## src/rtl/pdp11_pkg.sv

```systemverilog
// Shared PDP-11 operand-fetch definitions: addressing modes, FSM states and step sizes.
package pdp11_pkg;

  localparam logic [2:0] MODE_REG         = 3'd0;
  localparam logic [2:0] MODE_REG_DEF     = 3'd1;
  localparam logic [2:0] MODE_AUTOINC     = 3'd2;
  localparam logic [2:0] MODE_AUTOINC_DEF = 3'd3;
  localparam logic [2:0] MODE_AUTODEC     = 3'd4;
  localparam logic [2:0] MODE_AUTODEC_DEF = 3'd5;
  localparam logic [2:0] MODE_INDEX       = 3'd6;
  localparam logic [2:0] MODE_INDEX_DEF   = 3'd7;

  localparam logic [2:0] S_IDLE  = 3'd0;
  localparam logic [2:0] S_REG   = 3'd1;
  localparam logic [2:0] S_WB    = 3'd2;
  localparam logic [2:0] S_IDX   = 3'd3;
  localparam logic [2:0] S_PCWB  = 3'd4;
  localparam logic [2:0] S_DEFER = 3'd5;
  localparam logic [2:0] S_DATA  = 3'd6;
  localparam logic [2:0] S_DONE  = 3'd7;

  localparam logic [1:0] STEP_BYTE = 2'd1;
  localparam logic [1:0] STEP_WORD = 2'd2;

  localparam logic [2:0] REG_SP = 3'd6;
  localparam logic [2:0] REG_PC = 3'd7;

  // SP and PC always move by a word so they stay even; deferred modes step over a pointer.
  function automatic logic [1:0] step_size(input logic [2:0] mode, input logic byte_op,
                                           input logic [2:0] rn);
    if (byte_op && (rn < REG_SP) && (mode == MODE_AUTOINC || mode == MODE_AUTODEC))
      return STEP_BYTE;
    return STEP_WORD;
  endfunction

endpackage

```

## src/rtl/opnd_step.sv

```systemverilog
// Combinational +/- step adder for auto-increment, auto-decrement and PC advance.
module opnd_step (
  input  logic [15:0] value,
  input  logic [1:0]  step,
  input  logic        dec,
  output logic [15:0] result
);

  logic [15:0] step_ext;

  assign step_ext = {14'd0, step};
  assign result   = dec ? (value - step_ext) : (value + step_ext);

endmodule

```

## src/rtl/operand_fetch.sv

```systemverilog
// Resolves one PDP-11 operand specifier into an address and (optionally) its value,
// performing register side effects and memory reads through a single-request port.
module operand_fetch
  import pdp11_pkg::*;
(
  input  logic        clk,
  input  logic        reset,
  input  logic        start,
  input  logic [5:0]  spec,
  input  logic        byte_op,
  input  logic        fetch,
  output logic [2:0]  rf_sel,
  input  logic [15:0] rf_data,
  output logic        rf_we,
  output logic [15:0] rf_w,
  output logic        mem_req,
  output logic [15:0] mem_addr,
  input  logic        mem_ack,
  input  logic [15:0] mem_rdata,
  output logic        busy,
  output logic        done,
  output logic        is_reg,
  output logic [15:0] opnd_addr,
  output logic [15:0] opnd_val
);

  logic [2:0]  state_reg;
  logic [2:0]  mode_reg;
  logic [2:0]  rn_reg;
  logic        byte_reg;
  logic        fetch_reg;
  logic [15:0] base_reg;
  logic [15:0] pc_reg;
  logic [15:0] x_reg;
  logic [15:0] addr_reg;
  logic [15:0] val_reg;
  logic        is_reg_reg;
  logic        mem_req_reg;
  logic [15:0] mem_addr_reg;

  logic [15:0] step_value;
  logic [1:0]  step_amt;
  logic        step_dec;
  logic [15:0] step_result;
  logic [15:0] index_base;
  logic [2:0]  after_addr;

  // One adder serves both the register writeback and the PC advance.
  always_comb begin
    step_value = base_reg;
    step_amt   = step_size(mode_reg, byte_reg, rn_reg);
    step_dec   = (mode_reg == MODE_AUTODEC) || (mode_reg == MODE_AUTODEC_DEF);
    if (state_reg == S_PCWB) begin
      step_value = pc_reg;
      step_amt   = STEP_WORD;
      step_dec   = 1'b0;
    end
  end

  opnd_step u_step (
    .value  (step_value),
    .step   (step_amt),
    .dec    (step_dec),
    .result (step_result)
  );

  assign index_base = (rn_reg == REG_PC) ? step_result : base_reg;
  assign after_addr = fetch_reg ? S_DATA : S_DONE;

  assign rf_sel    = (state_reg == S_IDX || state_reg == S_PCWB) ? REG_PC : rn_reg;
  assign rf_we     = (state_reg == S_WB) || (state_reg == S_PCWB);
  assign rf_w      = rf_we ? step_result : 16'd0;
  assign busy      = (state_reg != S_IDLE);
  assign done      = (state_reg == S_DONE);
  assign mem_req   = mem_req_reg;
  assign mem_addr  = mem_addr_reg;
  assign is_reg    = is_reg_reg;
  assign opnd_addr = addr_reg;
  assign opnd_val  = val_reg;

  // Memory states spend their first cycle issuing the request, so mem_req always
  // drops for at least one cycle between back-to-back accesses.
  always_ff @(posedge clk) begin
    if (reset) begin
      state_reg    <= S_IDLE;
      mode_reg     <= 3'd0;
      rn_reg       <= 3'd0;
      byte_reg     <= 1'b0;
      fetch_reg    <= 1'b0;
      base_reg     <= 16'd0;
      pc_reg       <= 16'd0;
      x_reg        <= 16'd0;
      addr_reg     <= 16'd0;
      val_reg      <= 16'd0;
      is_reg_reg   <= 1'b0;
      mem_req_reg  <= 1'b0;
      mem_addr_reg <= 16'd0;
    end else begin
      case (state_reg)
        S_IDLE: if (start) begin
          mode_reg   <= spec[5:3];
          rn_reg     <= spec[2:0];
          byte_reg   <= byte_op;
          fetch_reg  <= fetch;
          addr_reg   <= 16'd0;
          val_reg    <= 16'd0;
          is_reg_reg <= 1'b0;
          state_reg  <= S_REG;
        end
        S_REG: begin
          base_reg <= rf_data;
          case (mode_reg)
            MODE_REG: begin
              val_reg    <= rf_data;
              is_reg_reg <= 1'b1;
              state_reg  <= S_DONE;
            end
            MODE_REG_DEF: begin
              addr_reg  <= rf_data;
              state_reg <= after_addr;
            end
            MODE_INDEX, MODE_INDEX_DEF: state_reg <= S_IDX;
            default: state_reg <= S_WB;
          endcase
        end
        S_WB: begin
          addr_reg  <= step_dec ? step_result : base_reg;
          state_reg <= (mode_reg == MODE_AUTOINC_DEF || mode_reg == MODE_AUTODEC_DEF)
                       ? S_DEFER : after_addr;
        end
        S_IDX: if (!mem_req_reg) begin
          mem_req_reg  <= 1'b1;
          mem_addr_reg <= rf_data;
          pc_reg       <= rf_data;
        end else if (mem_ack) begin
          mem_req_reg <= 1'b0;
          x_reg       <= mem_rdata;
          state_reg   <= S_PCWB;
        end
        S_PCWB: begin
          addr_reg  <= index_base + x_reg;
          state_reg <= (mode_reg == MODE_INDEX_DEF) ? S_DEFER : after_addr;
        end
        S_DEFER: if (!mem_req_reg) begin
          mem_req_reg  <= 1'b1;
          mem_addr_reg <= addr_reg;
        end else if (mem_ack) begin
          mem_req_reg <= 1'b0;
          addr_reg    <= mem_rdata;
          state_reg   <= after_addr;
        end
        S_DATA: if (!mem_req_reg) begin
          mem_req_reg  <= 1'b1;
          mem_addr_reg <= addr_reg;
        end else if (mem_ack) begin
          mem_req_reg <= 1'b0;
          val_reg     <= mem_rdata;
          state_reg   <= S_DONE;
        end
        S_DONE:  state_reg <= S_IDLE;
        default: state_reg <= S_IDLE;
      endcase
    end
  end

endmodule

```

## config.mk

```make
export PLATFORM = sky130hd
export DESIGN_NAME = operand_fetch
export DESIGN_NICKNAME = d
export VERILOG_FILES = /design/src/rtl/pdp11_pkg.sv /design/src/rtl/opnd_step.sv /design/src/rtl/operand_fetch.sv
export SDC_FILE = /design/constraint.sdc
export NUM_CORES = 1
export LEC_CHECK = 0
export CORE_MARGIN = 8
export CORE_UTILIZATION = 55
export DETAILED_ROUTE_END_ITERATION = 8
export PLACE_DENSITY = 0.86
export SLEW_MARGIN = 20
export SYNTH_ARGS = -nofsm -noshare
export SYNTH_HDL_FRONTEND = slang
export SYNTH_HIERARCHICAL = 1
export SYNTH_SLANG_ARGS = --single-unit
```

## constraint.sdc

```tcl
create_clock -name clk -period 6.5 [get_ports clk]
set_input_delay 0.975 -clock clk [delete_from_list [all_inputs] [get_ports clk]]
set_output_delay 0.975 -clock clk [all_outputs]
set_load 0.005 [all_outputs]
```

# ---- Word level (Yosys, flattened, before mapping)
# Cells that the tools add are included.
dict set report totals {
  reg_bits 109
  in_bits 44
  output_inout_bits 72
}
dict set report classes {
  n_addsub 3
  magnitude_cmp 1
  n_eq_ne 26
  mux 38
  bitwise_logic 1
  reduce_logical 25
}
# cell count
set ops {}
lappend ops {{2-to-1 mux 16 bit} 12}
lappend ops {{one-hot mux 16 bit (5 select lines)} 1}
lappend ops {{one-hot mux 16 bit (3 select lines)} 1}
lappend ops {{one-hot mux 16 bit (2 select lines)} 1}
lappend ops {{== test 3 bit, second input constant} 9}
lappend ops {{2-to-1 mux 3 bit} 8}
lappend ops {{one-hot mux 3 bit (8 select lines)} 1}
lappend ops {{inequality test 2 bit, second input constant} 11}
lappend ops {{adder 16 bit} 1}
lappend ops {{adder 16 x 2 -> 16 bit} 1}
lappend ops {{subtractor 16 x 2 -> 16 bit} 1}
lappend ops {{== test 3 x 2 -> 1 bit, second input constant} 4}
lappend ops {{2-to-1 mux 2 bit} 5}
lappend ops {{AND reduction 5 bit} 2}
lappend ops {{one-hot mux 3 bit (3 select lines)} 1}
lappend ops {{AND reduction 3 bit} 3}
lappend ops {{2-to-1 mux 1 bit} 7}
lappend ops {{AND reduction 7 bit} 1}
lappend ops {{== test 3 x 1 -> 1 bit, second input constant} 2}
lappend ops {{logical NOT 3 bit} 2}
lappend ops {{nonzero test 3 bit} 2}
lappend ops {{logical OR 1 bit} 5}
lappend ops {{nonzero test 5 bit} 1}
lappend ops {{AND reduction 2 bit} 2}
lappend ops {{7 further kinds} 10}

# ---- Depth between registers and ports, before layout
dict set report logic_depth {
  ltp_word 11
  depth_mapped 25
  ltp_nobuf 22
}

# ---- Hierarchy
# Netlist, hierarchy kept.
# module instances cells_each area_each_um2 seq_area_each_um2
set by_module_without_submodules {}
lappend by_module_without_submodules {operand_fetch 1 808 6288.5 2182.1}
lappend by_module_without_submodules {opnd_step 1 133 937.1 0.0}

# ---- Least setup slack after synthesis
# OpenSTA, ideal clock, no wires.
dict set report synth_path {
  path_kind {register -> register}
  from {reg state_reg[1]}
  to {reg addr_reg[10] (netlist: opnd_addr[10])}
  setup_time_ns 0.079
  arrival_time_ns 4.877
  t_required_ns 6.421
  setup_slack_ns 1.544
  stages_incl_launch_ff 21
  n_path_buf 4
  cell_sequence {dfxtp_1 buf_6 or3b_1 buf_6 buf_4 buf_2 nand4b_1 inv_1 ha_1 or2_2 ha_1 a211oi_2 o221ai_1 o21bai_2 xor2_1 mux2_2 ha_1 and3_1 a221o_1 or4_1 a211oi_2}
}
dict set report synth_between {
  elab_chain_cells 7
  elab_cells_between_ends 21
  classes_between {3 x add/sub; 8 x eq/ne; 7 x mux; 3 x reduce/logical}
}
# item line
set synth_lines {}
lappend synth_lines {{start, declared} operand_fetch.sv:27} ;# logic [2:0] state_reg;
lappend synth_lines {{start signal, assigned} operand_fetch.sv:120} ;# state_reg <= after_addr;
lappend synth_lines {{start signal, assigned} operand_fetch.sv:128} ;# state_reg <= (mode_reg == MODE_AUTOINC_DEF || mode_reg == MODE_AUTODEC_DEF)
lappend synth_lines {{start signal, assigned} operand_fetch.sv:142} ;# state_reg <= (mode_reg == MODE_INDEX_DEF) ? S_DEFER : after_addr;
lappend synth_lines {{== test 3 bit (*)} operand_fetch.sv:53} ;# if (state_reg == S_PCWB) begin
lappend synth_lines {{2-to-1 mux 2 bit (*)} operand_fetch.sv:53}
lappend synth_lines {{named net step_amt[1]} operand_fetch.sv:42} ;# logic [1:0] step_amt;
lappend synth_lines {{adder 16 x 2 -> 16 bit or subtractor 16 x 2 -> 16 bit (tied branches)} opnd_step.sv:12} ;# assign result = dec ? (value - step_ext) : (value + step_ext);
lappend synth_lines {{2-to-1 mux 16 bit (*)} opnd_step.sv:12}
lappend synth_lines {{named net step_result[10]} operand_fetch.sv:44} ;# logic [15:0] step_result;
lappend synth_lines {{2-to-1 mux 16 bit} operand_fetch.sv:67} ;# assign index_base = (rn_reg == REG_PC) ? step_result : base_reg;
lappend synth_lines {{adder 16 bit} operand_fetch.sv:141} ;# addr_reg <= index_base + x_reg;
lappend synth_lines {{one-hot mux 16 bit (5 select lines) (*)} operand_fetch.sv:99} ;# case (state_reg)
lappend synth_lines {{end signal, assigned} operand_fetch.sv:119} ;# addr_reg <= rf_data;
lappend synth_lines {{end signal, assigned} operand_fetch.sv:141}
lappend synth_lines {{end signal, assigned} operand_fetch.sv:149} ;# addr_reg <= mem_rdata;
lappend synth_lines {{end, declared} operand_fetch.sv:35} ;# logic [15:0] addr_reg;
# Mark *: on every way through the listed nets, which the timed path passes. The rest lies on a longest branch.
# A chain may end at the register's enable or synchronous reset.

# ---- Worst setup path after layout
dict set report layout_path {
  from {reg state_reg[0]}
  to {out rf_w[12]}
}
dict set report layout_between {
  elab_chain_cells 5
  elab_cells_between_ends 10
  classes_between {2 x add/sub; 2 x eq/ne; 5 x mux; 1 x reduce/logical}
}
# item line
set layout_lines {}
lappend layout_lines {{== test 3 bit (*)} operand_fetch.sv:53}
lappend layout_lines {{2-to-1 mux 2 bit (*)} operand_fetch.sv:53}
lappend layout_lines {{named net step_amt[1]} operand_fetch.sv:42}
lappend layout_lines {{adder 16 x 2 -> 16 bit or subtractor 16 x 2 -> 16 bit (tied branches)} opnd_step.sv:12}
lappend layout_lines {{2-to-1 mux 16 bit (*)} opnd_step.sv:12}
lappend layout_lines {{named net step_result[12]} operand_fetch.sv:44}
lappend layout_lines {{2-to-1 mux 16 bit (*)} operand_fetch.sv:72} ;# assign rf_w = rf_we ? step_result : 16'd0;
lappend layout_lines {{end, declared} operand_fetch.sv:15} ;# output logic [15:0] rf_w,
# Marks and branches as above.

==> load_flow_metrics.sql <==
INSERT INTO impl_metrics (metric_group, metric, value, unit) VALUES
('logic_synthesis', 'ys_top_cells_by_area', 'dfxtp_1 (30%), nand2_1 (11%), a21oi_1 (7.8%)', ''),
('worst_setup_path', 'maximum_fanout_count_along_the_critical_path', '25', ''),
('global_route', 'first_global_vias', '6606', ''),
('floorplanning', 'floorplan.core_area', '0.0130', 'mm²'),
('worst_setup_path', 'data_required_time_of_the_worst_path', '5.52', 'ns'),
('routing', 'first_iter_violations', '976', ''),
('logic_synthesis', 'synth.area.mux_share', '10.3', '%'),
('layout', 'layout_common_cells', 'nand2_1 (215), clkdlybuf4s50_1 (114), a21oi_1 (112)', ''),
('floorplanning', 'io_pins', '116', ''),
('clocking', 'cts.path.max_buffers', '2', ''),
('timing', 'layout_min_cycle_time', '5.53', 'ns'),
('worst_setup_path', 'timing.critical_path.cells', 'buf_4 > or3b_1 > nand4b_1 > inv_1 > ha_1 > or2_2 > ha_1 > a211oi_2 > o221ai_1 > o21bai_2 > or4_1 > nand3_1 > and2_1 > clkdlybuf4s50_1', ''),
('clocking', 'cts-resized-gates', '0', ''),
('placed_design', 'dpl.hpwl', '17400', 'µm'),
('global_route', 'grt_antenna_before_repair', '0', ''),
('floorplanning', 'die-width', '131', 'µm'),
('routing', 'wl', '23000', 'µm'),
('routing', 'vias', '7394', ''),
('layout', 'finished_core_util', '66.8', '%'),
('logic_synthesis', 'netlist.top_cell.by_area', 'dfxtp_1', ''),
('worst_setup_path', 'path_class', 'reg2out', ''),
('floorplanning', 'fp.dieArea', '0.0171', 'mm²'),
('worst_setup_path', 'critPathLaunchType', 'flop', ''),
('timing', 'fmax', '181', 'MHz'),
('clocking', 'cts_tree', 'yes', ''),
('logic_synthesis', 'synth_top_family_by_area', 'simple AND/OR/NAND/NOR gates', ''),
('logic_synthesis', 'synth.distinct_cells', '69', ''),
('clocking', 'cts.sink_count', '109', ''),
('clocking', 'clock_insertion_delay_worst_skew', '0.35', 'ns'),
('pwr', 'pwr_density_cell', '380', 'mW/mm²'),
('status', 'run_status', 'finished, final reports clean', ''),
('worst_setup_path', 'cpMaxStageDelayCell', 'or3b_1', ''),
('routing', 'detailedRoute.firstPassIterationCount', '5', ''),
('logic_synthesis', 'synth_top_flop_cell', 'dfxtp_1', ''),
('timing', 'max_slew_violation_count', '0', ''),
('layout', 'design.final.nets', '1103', ''),
('placed_design', 'dp_cells', '1184', ''),
('layout', 'final-instance-count-excl-fill', '1201', ''),
('layout', 'layout.area.seq', '0.00218', 'mm²'),
('logic_synthesis', 'netlist_instances', '941', ''),
('timing', 'skew', '0.00573', 'ns'),
('logic_synthesis', 'basic_gate_share_of_the_synthesized_area_counting_and_or_nand_and_nor_cells', '23.1', '%'),
('logic_synthesis', 'synth-edff-count', '0', ''),
('timing', 'hold_slack', '0.457', 'ns'),
('logic_synthesis', 'synth.ff_latch_count', '109', ''),
('layout', 'layout_commonest_cell', 'nand2_1', ''),
('logic_synthesis', 'synthesis.area_per_instance', '7.68', 'µm²'),
('worst_setup_path', 'critical-path-top-cell-by-count', 'ha_1', ''),
('routing', 'drt-vias-per-instance', '6.16', ''),
('timing', 'setup_repair_after_global_routing_missed_its_margin', 'no', ''),
('layout', 'layout.filler_cells', '1120', ''),
('timing', 'setup-tns-final', '0', 'ns'),
('layout', 'layout.cell_area.non_filler', '0.00871', 'mm²'),
('floorplanning', 'initial_utilization', '55.4', '%'),
('layout', 'synthToLayoutAreaGrowth', '20.6', '%'),
('worst_setup_path', 'critical-path-top-delay-family', 'simple AND/OR/NAND/NOR gates', ''),
('worst_setup_path', 'rrSetupSlack', '1.18', 'ns'),
('min_path', 'holdCritPathClass', 'reg2reg', ''),
('logic_synthesis', 'asyncSetResetFlopFracSynth', '0', '%'),
('logic_synthesis', 'synth_fa_ha_area_share', '6.96', '%'),
('worst_setup_path', 'worst-endpoint-arrival', '4.56', 'ns'),
('clocking', 'cts-buffers-inserted', '9', ''),
('clocking', 'path_clk_slew', '0.07', 'ns'),
('placed_design', 'place_area', '0.00838', 'mm²'),
('routing', 'drc', '0', ''),
('logic_synthesis', 'post_synth_instance_area', '0.00723', 'mm²'),
('global_route', 'overflow', '0', ''),
('floorplanning', 'die_h', '131', 'µm'),
('layout', 'multi_input_area', '0.00468', 'mm²'),
('worst_setup_path', 'max_stage_delay', '0.55', 'ns'),
('global_route', 'global_route_wire_length_before_repair', '35600', 'µm');
[synthesized netlist by cell type, drive strengths merged (2+ instances only)]
cell type	n
o211ai	3
a21oi	112
a221o	2
inv	23
nand2b	2
and2	22
mux2	20
a211oi	26
a31oi	5
a22oi	6
o22ai	18
or4	2
o21bai	3
nor2	65
nand4	2
o21ai	28
fa	2
o221ai	2
nand3	14
o211a	2
xnor2	11
buf	26
nor3	11
o31ai	3
nand2	216
dfxtp	109
a311oi	18
clkbuf	30
nor2b	10
xor2	7
or2	7
and2b	2
nor4	2
nor3b	3
mux2i	52
a2111oi	4
ha	37
and3	6
or3	2
nand3b	7
o21a	4
a21o	3
[final timing paths]
check | start | endpoint | cells after the start
max reg2reg | state_reg[0] | opnd_addr[10] | 18
min | pc_reg[7] | pc_reg[7] | 2
min reg2reg | pc_reg[7] | pc_reg[7] | 2
max | state_reg[0] | rf_w[12] | 14
[tightest hold or removal path: cells and delay by family, from the launching register on]
family	cells	cell delay, ns
DFF	1	0.31
and+or+nand+nor	1	0.05
AOI/OAI and AO/OA	1	0.05
[report_power, final]
group | leakage [nW] | internal (W) | switching [W]
clock network | 0.155 | 0.000332 | 0.000254
logic | 2.50 | 0.000758 | 0.00102
registers | 0.888 | 0.000831 | 0.000119
[cell families (layout without fill, tap and decap cells)]
group                      Yosys count  count (layout)
AOI/OAI and AO/OA                  247             247
xor gates and xnor gates            18              18
adders and majority gates           39              39
buffers and inverters               79             163
DFF                                109             109
muxes                               72              72
and+or+nand+nor                    377             377
[cell type report]
cell class              count  area share [%]
flip-flops and latches    109            25.1
repair buffers            124            14.0
well taps                 176            2.53
clock inverters             4           0.632
multi-input cells         753            53.7
clock buffers              12            3.06
inverters                  23           0.991
[metrics by stage]
step                total power [W]  worst slack (ns)
floorplan                   0.00206              1.54
global placement            0.00266              1.37
detailed placement          0.00269              1.30
CTS                         0.00328             0.963
global route                0.00350             0.658
finish                      0.00331             0.968
[per-layer routing]
layer	track usage (%)	share of wire (%)	up-vias
li1	-	-	3490
met1	38.2	44	3482
met2	40.0	44	384
met3	3.86	9.8	38
met4	8.44	1.9	0
met5	0	0	-
No activity file was read; power rests on OpenSTA's default activity.
